`src/rtl/load_store_unit.sv`:
```
// ---------------------------------------------------------------------------
// load_store_unit
//
// Purpose:
//   Single-outstanding load/store unit between a CPU request port and a
//   byte-addressed, combinational-read data memory. Loads return a byte,
//   half or word that is sign- or zero-extended. Word stores write the
//   memory directly. Byte and half stores do a read-modify-write: the
//   memory word is read, the low lanes are replaced, and the word is
//   written back.
//
// Handshake:
//   A request transfers on a rising edge where req_valid=1 and req_ready=1.
//   req_ready is high only while idle, so at most one access is in flight.
//   The response is a one-cycle resp_valid strobe with no backpressure.
//   resp_err and resp_rdata are meaningful only while resp_valid=1, and
//   both read 0 at all other times.
//
// Ports:
//   clk, rstn        clock and synchronous active-low reset
//   req_*            CPU request (valid/ready, write, size, unsigned, addr, wdata)
//   resp_*           response strobe, extended load data, error flag
//   mem_*            data memory address, write word, write strobe, read
//                    qualifier and combinational read word
//   dbg_state        current FSM state, for observation only
// ---------------------------------------------------------------------------
module load_store_unit #(
    parameter int MEM_BYTES = 128
) (
    input  logic        clk,
    input  logic        rstn,
    input  logic        req_valid,
    output logic        req_ready,
    input  logic        req_write,
    input  logic [1:0]  req_size,
    input  logic        req_unsigned,
    input  logic [31:0] req_addr,
    input  logic [31:0] req_wdata,
    output logic        resp_valid,
    output logic [31:0] resp_rdata,
    output logic        resp_err,
    output logic [31:0] mem_address,
    output logic [31:0] mem_write_data,
    output logic        mem_memwrite,
    output logic        mem_memread,
    input  logic [31:0] mem_read_data,
    output logic [1:0]  dbg_state
);

    typedef enum logic [1:0] {
        ST_IDLE  = 2'd0,
        ST_READ  = 2'd1,
        ST_WRITE = 2'd2,
        ST_RESP  = 2'd3
    } state_t;

    localparam logic [1:0]  SZ_BYTE = 2'b00;
    localparam logic [1:0]  SZ_HALF = 2'b01;
    localparam logic [1:0]  SZ_WORD = 2'b10;
    localparam logic [1:0]  SZ_RSVD = 2'b11;
    localparam logic [32:0] LIMIT   = 33'(MEM_BYTES);

    state_t      r_state;
    state_t      w_next_state;

    logic        r_write;
    logic [1:0]  r_size;
    logic        r_unsigned;
    logic [31:0] r_wdata;
    logic        r_err;
    logic [31:0] r_captured;
    logic [31:0] r_mem_addr;
    logic [31:0] r_mem_wdata;

    logic        w_accept;
    logic        w_err;
    logic [32:0] w_end_addr;
    logic [31:0] w_merge;

    assign w_accept   = req_valid && (r_state == ST_IDLE);
    // 33-bit sum so an address near 2^32 cannot wrap back into range.
    assign w_end_addr = {1'b0, req_addr} + 33'd4;
    assign w_err      = (req_size == SZ_RSVD) || (w_end_addr > LIMIT);

    // Read-modify-write merge: new data replaces the low lanes of the word
    // currently presented by the memory.
    always_comb begin
        w_merge = r_wdata;
        case (r_size)
            SZ_BYTE: w_merge = {mem_read_data[31:8],  r_wdata[7:0]};
            SZ_HALF: w_merge = {mem_read_data[31:16], r_wdata[15:0]};
            default: w_merge = r_wdata;
        endcase
    end

    // State register plus latched request and memory-facing registers.
    always_ff @(posedge clk) begin
        if (!rstn) begin
            r_state     <= ST_IDLE;
            r_write     <= 1'b0;
            r_size      <= 2'b00;
            r_unsigned  <= 1'b0;
            r_wdata     <= 32'd0;
            r_err       <= 1'b0;
            r_captured  <= 32'd0;
            r_mem_addr  <= 32'd0;
            r_mem_wdata <= 32'd0;
        end else begin
            r_state <= w_next_state;
            if (w_accept) begin
                r_write    <= req_write;
                r_size     <= req_size;
                r_unsigned <= req_unsigned;
                r_wdata    <= req_wdata;
                r_err      <= w_err;
                // Rejected accesses leave the memory address/data untouched
                // so the memory port keeps its last values.
                if (!w_err) begin
                    r_mem_addr <= req_addr;
                    if (req_write && (req_size == SZ_WORD)) begin
                        r_mem_wdata <= req_wdata;
                    end
                end
            end
            if (r_state == ST_READ) begin
                r_captured <= mem_read_data;
                if (r_write) begin
                    r_mem_wdata <= w_merge;
                end
            end
        end
    end

    // Next-state logic.
    always_comb begin
        w_next_state = r_state;
        case (r_state)
            ST_IDLE: begin
                if (req_valid) begin
                    if (w_err) begin
                        w_next_state = ST_RESP;
                    end else if (!req_write) begin
                        w_next_state = ST_READ;
                    end else if (req_size == SZ_WORD) begin
                        w_next_state = ST_WRITE;
                    end else begin
                        w_next_state = ST_READ;
                    end
                end
            end
            ST_READ:  w_next_state = r_write ? ST_WRITE : ST_RESP;
            ST_WRITE: w_next_state = ST_RESP;
            ST_RESP:  w_next_state = ST_IDLE;
            default:  w_next_state = ST_IDLE;
        endcase
    end

    // Outputs: functions of registered state only.
    always_comb begin
        req_ready    = (r_state == ST_IDLE);
        resp_valid   = (r_state == ST_RESP);
        resp_err     = (r_state == ST_RESP) && r_err;
        mem_memread  = (r_state == ST_READ);
        mem_memwrite = (r_state == ST_WRITE);
        resp_rdata   = 32'd0;
        if ((r_state == ST_RESP) && !r_err && !r_write) begin
            case (r_size)
                SZ_BYTE: resp_rdata = r_unsigned ? {24'd0, r_captured[7:0]}
                                                 : {{24{r_captured[7]}}, r_captured[7:0]};
                SZ_HALF: resp_rdata = r_unsigned ? {16'd0, r_captured[15:0]}
                                                 : {{16{r_captured[15]}}, r_captured[15:0]};
                default: resp_rdata = r_captured;
            endcase
        end
    end

    assign mem_address    = r_mem_addr;
    assign mem_write_data = r_mem_wdata;
    assign dbg_state      = r_state;

endmodule

```
`config.mk`:
```
export PLATFORM = sky130hd
export DESIGN_NAME = load_store_unit
export DESIGN_NICKNAME = d
export VERILOG_FILES = /design/src/rtl/load_store_unit.sv
export SDC_FILE = /design/constraint.sdc
export NUM_CORES = 1
export LEC_CHECK = 0
export ABC_AREA = 1
export CORE_MARGIN = 4
export CORE_UTILIZATION = 25
export DETAILED_ROUTE_END_ITERATION = 7
export PLACE_DENSITY_LB_ADDON = 0.25
export SKIP_CTS_REPAIR_TIMING = 1
export SLEW_MARGIN = 20
export SYNTH_ARGS = -nofsm -noshare
export SYNTH_HDL_FRONTEND = slang
export SYNTH_SLANG_ARGS = --single-unit
```
`constraint.sdc`:
```
create_clock -name clk -period 2.5 [get_ports clk]
set_input_delay 0.5 -clock clk [delete_from_list [all_inputs] [get_ports clk]]
set_output_delay 0.5 -clock clk [all_outputs]
set_load 0.1 [all_outputs]
```
# Word-level counts from Yosys, hierarchy flattened
# Index checks and enable logic that the tools add are counted.
# totals
register_bits,135
output_inout_bits,103
word_cells,46
# classes
add_sub_neg,1
magnitude_cmp,1
n_eq_ne,7
muxes,16
n_bitwise,1
reduce_logical,11
# op_table
op,count
32-bit 2-to-1 mux,8
32-bit one-hot mux with 2 select lines,2
"32-bit by 3-bit adder with 33-bit output, second input constant",1
"33-bit by 8-bit greater-than comparator with 1-bit output, second input constant",1
"2-bit == test, second input constant",4
2-bit 2-to-1 mux,4
2-bit one-hot mux with 4 select lines,1
1-bit logical AND,5
"2-bit by 1-bit == test with 1-bit output, second input constant",2
2-bit zero test,2
1-bit zero test,2
"2-bit inequality test, second input constant",1
2-bit AND reduction,1
1-bit logical OR,1
1-bit 2-to-1 mux,1
1-bit NOT,1

# Depth between registers and ports, before layout
# depth
ltp_word,7
depth_mapped,20

# Worst setup path after synthesis
# OpenSTA, ideal clock, no wires.
# synth_timing
path_type,reg-to-output
startpoint,"register r_state[1], in the netlist dbg_state[1]"
endpoint,output resp_rdata[21]
arrival_ns,4.068
path_slack_ns,-2.068
path_stages_with_launch,6
n_path_buf,1
cell_sequence,dfxtp_1 > ha_1 > nand2_1 > a31o_2 > buf_1 > nor2_1
# synth_via
elab_chain_len,4
# synth_lines
item,line,source
from (decl),63,state_t r_state;
from (signal assigned),109,r_state <= w_next_state;
2-bit == test,-,
via resp_valid,39,"output logic resp_valid,"
1-bit logical AND (2 in series),166,if ((r_state == ST_RESP) && !r_err && !r_write) begin
32-bit 2-to-1 mux,166,
to (decl),40,"output logic [31:0] resp_rdata,"
# The timed path passes the listed nets, and every way through them passes these cells.

# Worst setup path after layout
# layout_timing
startpoint,register r_err
endpoint,output resp_rdata[21]
# layout_via
elab_chain_len,4
# layout_lines
item,line,source
from (decl),70,logic r_err;
from (signal assigned),115,r_err <= w_err;
1-bit zero test,166,
1-bit logical AND (2 in series),166,
32-bit 2-to-1 mux,166,
# Every way passes these cells.

==> metrics.cfg <==
[run_status]
status = completed

[logic_synthesis]
synth_area_sq_mm = 0.00699
syn-instance-count = 1114
synth_most_common_cell = nand2_1
synth_area_leaders = dfxtp_1 39%, nand2_1 15%, nor2_1 13%
synthArstFlopShare = 0
synth.top_cells.by_count = 273 x nand2_1, 243 x nor2_1, 136 x inv_1
synth_seq_cells = 135
synth_warnings = 0
synth_top_area_cell = dfxtp_1
synth-edff-count = 0
synth_top_area_frac = 0.387
syn_area_per_cell_sq_um = 6.27
ys_seq_area_frac = 0.387
syn_nets = 1221
ys.flop_type = dfxtp_1
synth_cell_types = 29

[cells_and_area]
fin_area_sq_mm = 0.0112
syn_to_final_growth_pct = 60.1
fin_util = 0.410
final_cell_count_no_fill = 1746
drive_gt1_frac = 0.234
nets = 1467

[worst_setup_path]
worstPathArrival_ns = 1.87
critPathTopFamily = simple AND/OR/NAND/NOR gates
required_ns = 2.00
cp_max_fo = 16
timing.critical_path.cells = nor2_1 > nand2_8 > a31o_4 > nor2_4 > buf_12
cp-start-kind = flop
path_buf_inv = 1
crit_path_end_kind = output pin
slowest_delay_ns = 0.37
worstSetupPathType = flop to output pin
crit_slowest_cell = a31o_4

[drt]
dr_total_vias = 7650
wl_per_cell_microns = 14.8
drtIter0Drc = 432
dr.pass1.iters = 5
viasPerCell = 4.38
ant_nets = 0
routed_wl_microns = 25900
route.detailed.drc = 0

[sta]
timing.slew.headroom = 0.380
fin_crit_ns = 2.37
period_share = 0.949
skew_ns = 0.0166
fmax_mhz = 421
fin_setup_tns_ns = 0
tightest_slew_ns = 0.930
setup_viol = 0
hold_violations = 0
drv_slew = 0
worst_slack_ns = 0.127
holdWs_ns = 0.383

[floorplanning]
rows = 60
start_util = 0.256
core_sq_mm = 0.0273
ios = 206
die_w_microns = 175
die_area_sq_mm = 0.0307
die_h_microns = 175

[cts]
clock_latency_ns = 0.42
htree_levels = 4
cts_sinks = 135
cts_inserted_buffers = 17
cts_tree = done
max-clock-path-buffers = 2
clk_pin_slew_ns = 0.07
cts_root_buffer = clkbuf_16

[power]
leakage_nw = 5.20
total_power_mw = 7.86
ir_drop_v = 0.000334
p_per_area_mw_per_mm2 = 703

[place]
hpwl_microns = 18200
dp.cells = 1703
place_congestion = 0.868
dp_worst_setup_slack_ns = -0.559
portBuffers = 205
placed_cell_area_sq_mm = 0.0103

[worst_hold_path]
worstHoldPathType = primary input to flop

[global_route]
grt_antenna_before_repair = 1
grt_max_degree = 94
grt_overflow = 0
grt.total_usage = 0.158
grt_pass1_vias = 7223
grt_pass1_wl_microns = 39000

[run]
max_cap_violations = 0

## layout make-up
type	instances	area, sq um
Antenna cell	1	2.50
Clock buffer	17	425
Clock inverter	15	145
Fill cell	2891	16100
Inverter	139	522
Multi-Input combinational cell	782	3920
Sequential cell	135	2710
Tap cell	372	465
Timing Repair Buffer	285	2990
## metal layers
metal  up-vias  routed length (microns)  GRT usage
li1       3964                        -          -
met1      3502                    12000      0.211
met2       166                    12400      0.265
met3        18                     1110     0.0303
met4         0                      327     0.0370
met5         -                        0          0
## final timing paths
check,startpoint,depth (start not counted),endpoint,slack [ns]
max,r_err$_SDFFE_PN0P_,5,resp_rdata[21],0.13
min,req_addr[3],3,mem_address[3]$_SDFFE_PN0P_,0.38
max reg2reg,dbg_state[1]$_SDFFE_PN0P_,9,mem_write_data[11]$_SDFF_PN0_,0.56
min reg2reg,mem_address[15]$_SDFFE_PN0P_,2,mem_address[15]$_SDFFE_PN0P_,0.44
## flip-flops by register name, summed over array words and instances, names as in the netlist
register	flops
mem_address	32
mem_write_data	32
r_captured	32
r_wdata	32
dbg_state	2
r_size	2
r_err	1
r_unsigned	1
r_write	1
## power breakdown
group          switching (mW)  internal [mW]  leakage, nW  total [mW]
clock                    1.14           1.33        0.281        2.47
sequential              0.183           2.50         1.10        2.68
combinational            1.89          0.820         3.82        2.71
## tightest hold or removal path, stage by stage
cell	delay, ns
dlymetal6s2s_1	0.13
nor2_1	0.06
nor2_1	0.08
## cell families (layout without fill, tap and decap cells)
kind of cell,count (synthesis),in the layout,synth area share
compound gates,186,186,0.153
simple gates,591,591,0.340
flops,135,135,0.387
other cells,0,1,0
buf+inv,197,456,0.111
xor+xnor,1,1,0.00125
fa+ha+maj,4,4,0.00716
## layout by cell type, fill, tap and decap left out, types with 3 or more instances in the layout
cell,netlist,final
nand3_2,0,3
buf_4,1,138
clkinv_1,3,3
buf_8,0,3
clkdlybuf4s50_1,0,73
nand4_1,11,11
o211ai_2,11,11
nor2_4,5,36
dfxtp_1,135,132
nor2_1,243,205
a21oi_1,41,33
nor3_1,3,3
inv_6,0,7
nand3b_1,3,3
nand2_2,5,23
nand2_1,273,252
nor2_2,5,12
a21oi_2,0,6
clkbuf_16,0,20
o211ai_1,16,16
buf_12,0,36
o21ai_0,111,110
buf_6,4,3
nand3_1,42,39
inv_8,0,4
dlymetal6s2s_1,0,27
inv_1,136,135
No activity file was read; power rests on OpenSTA's default activity.
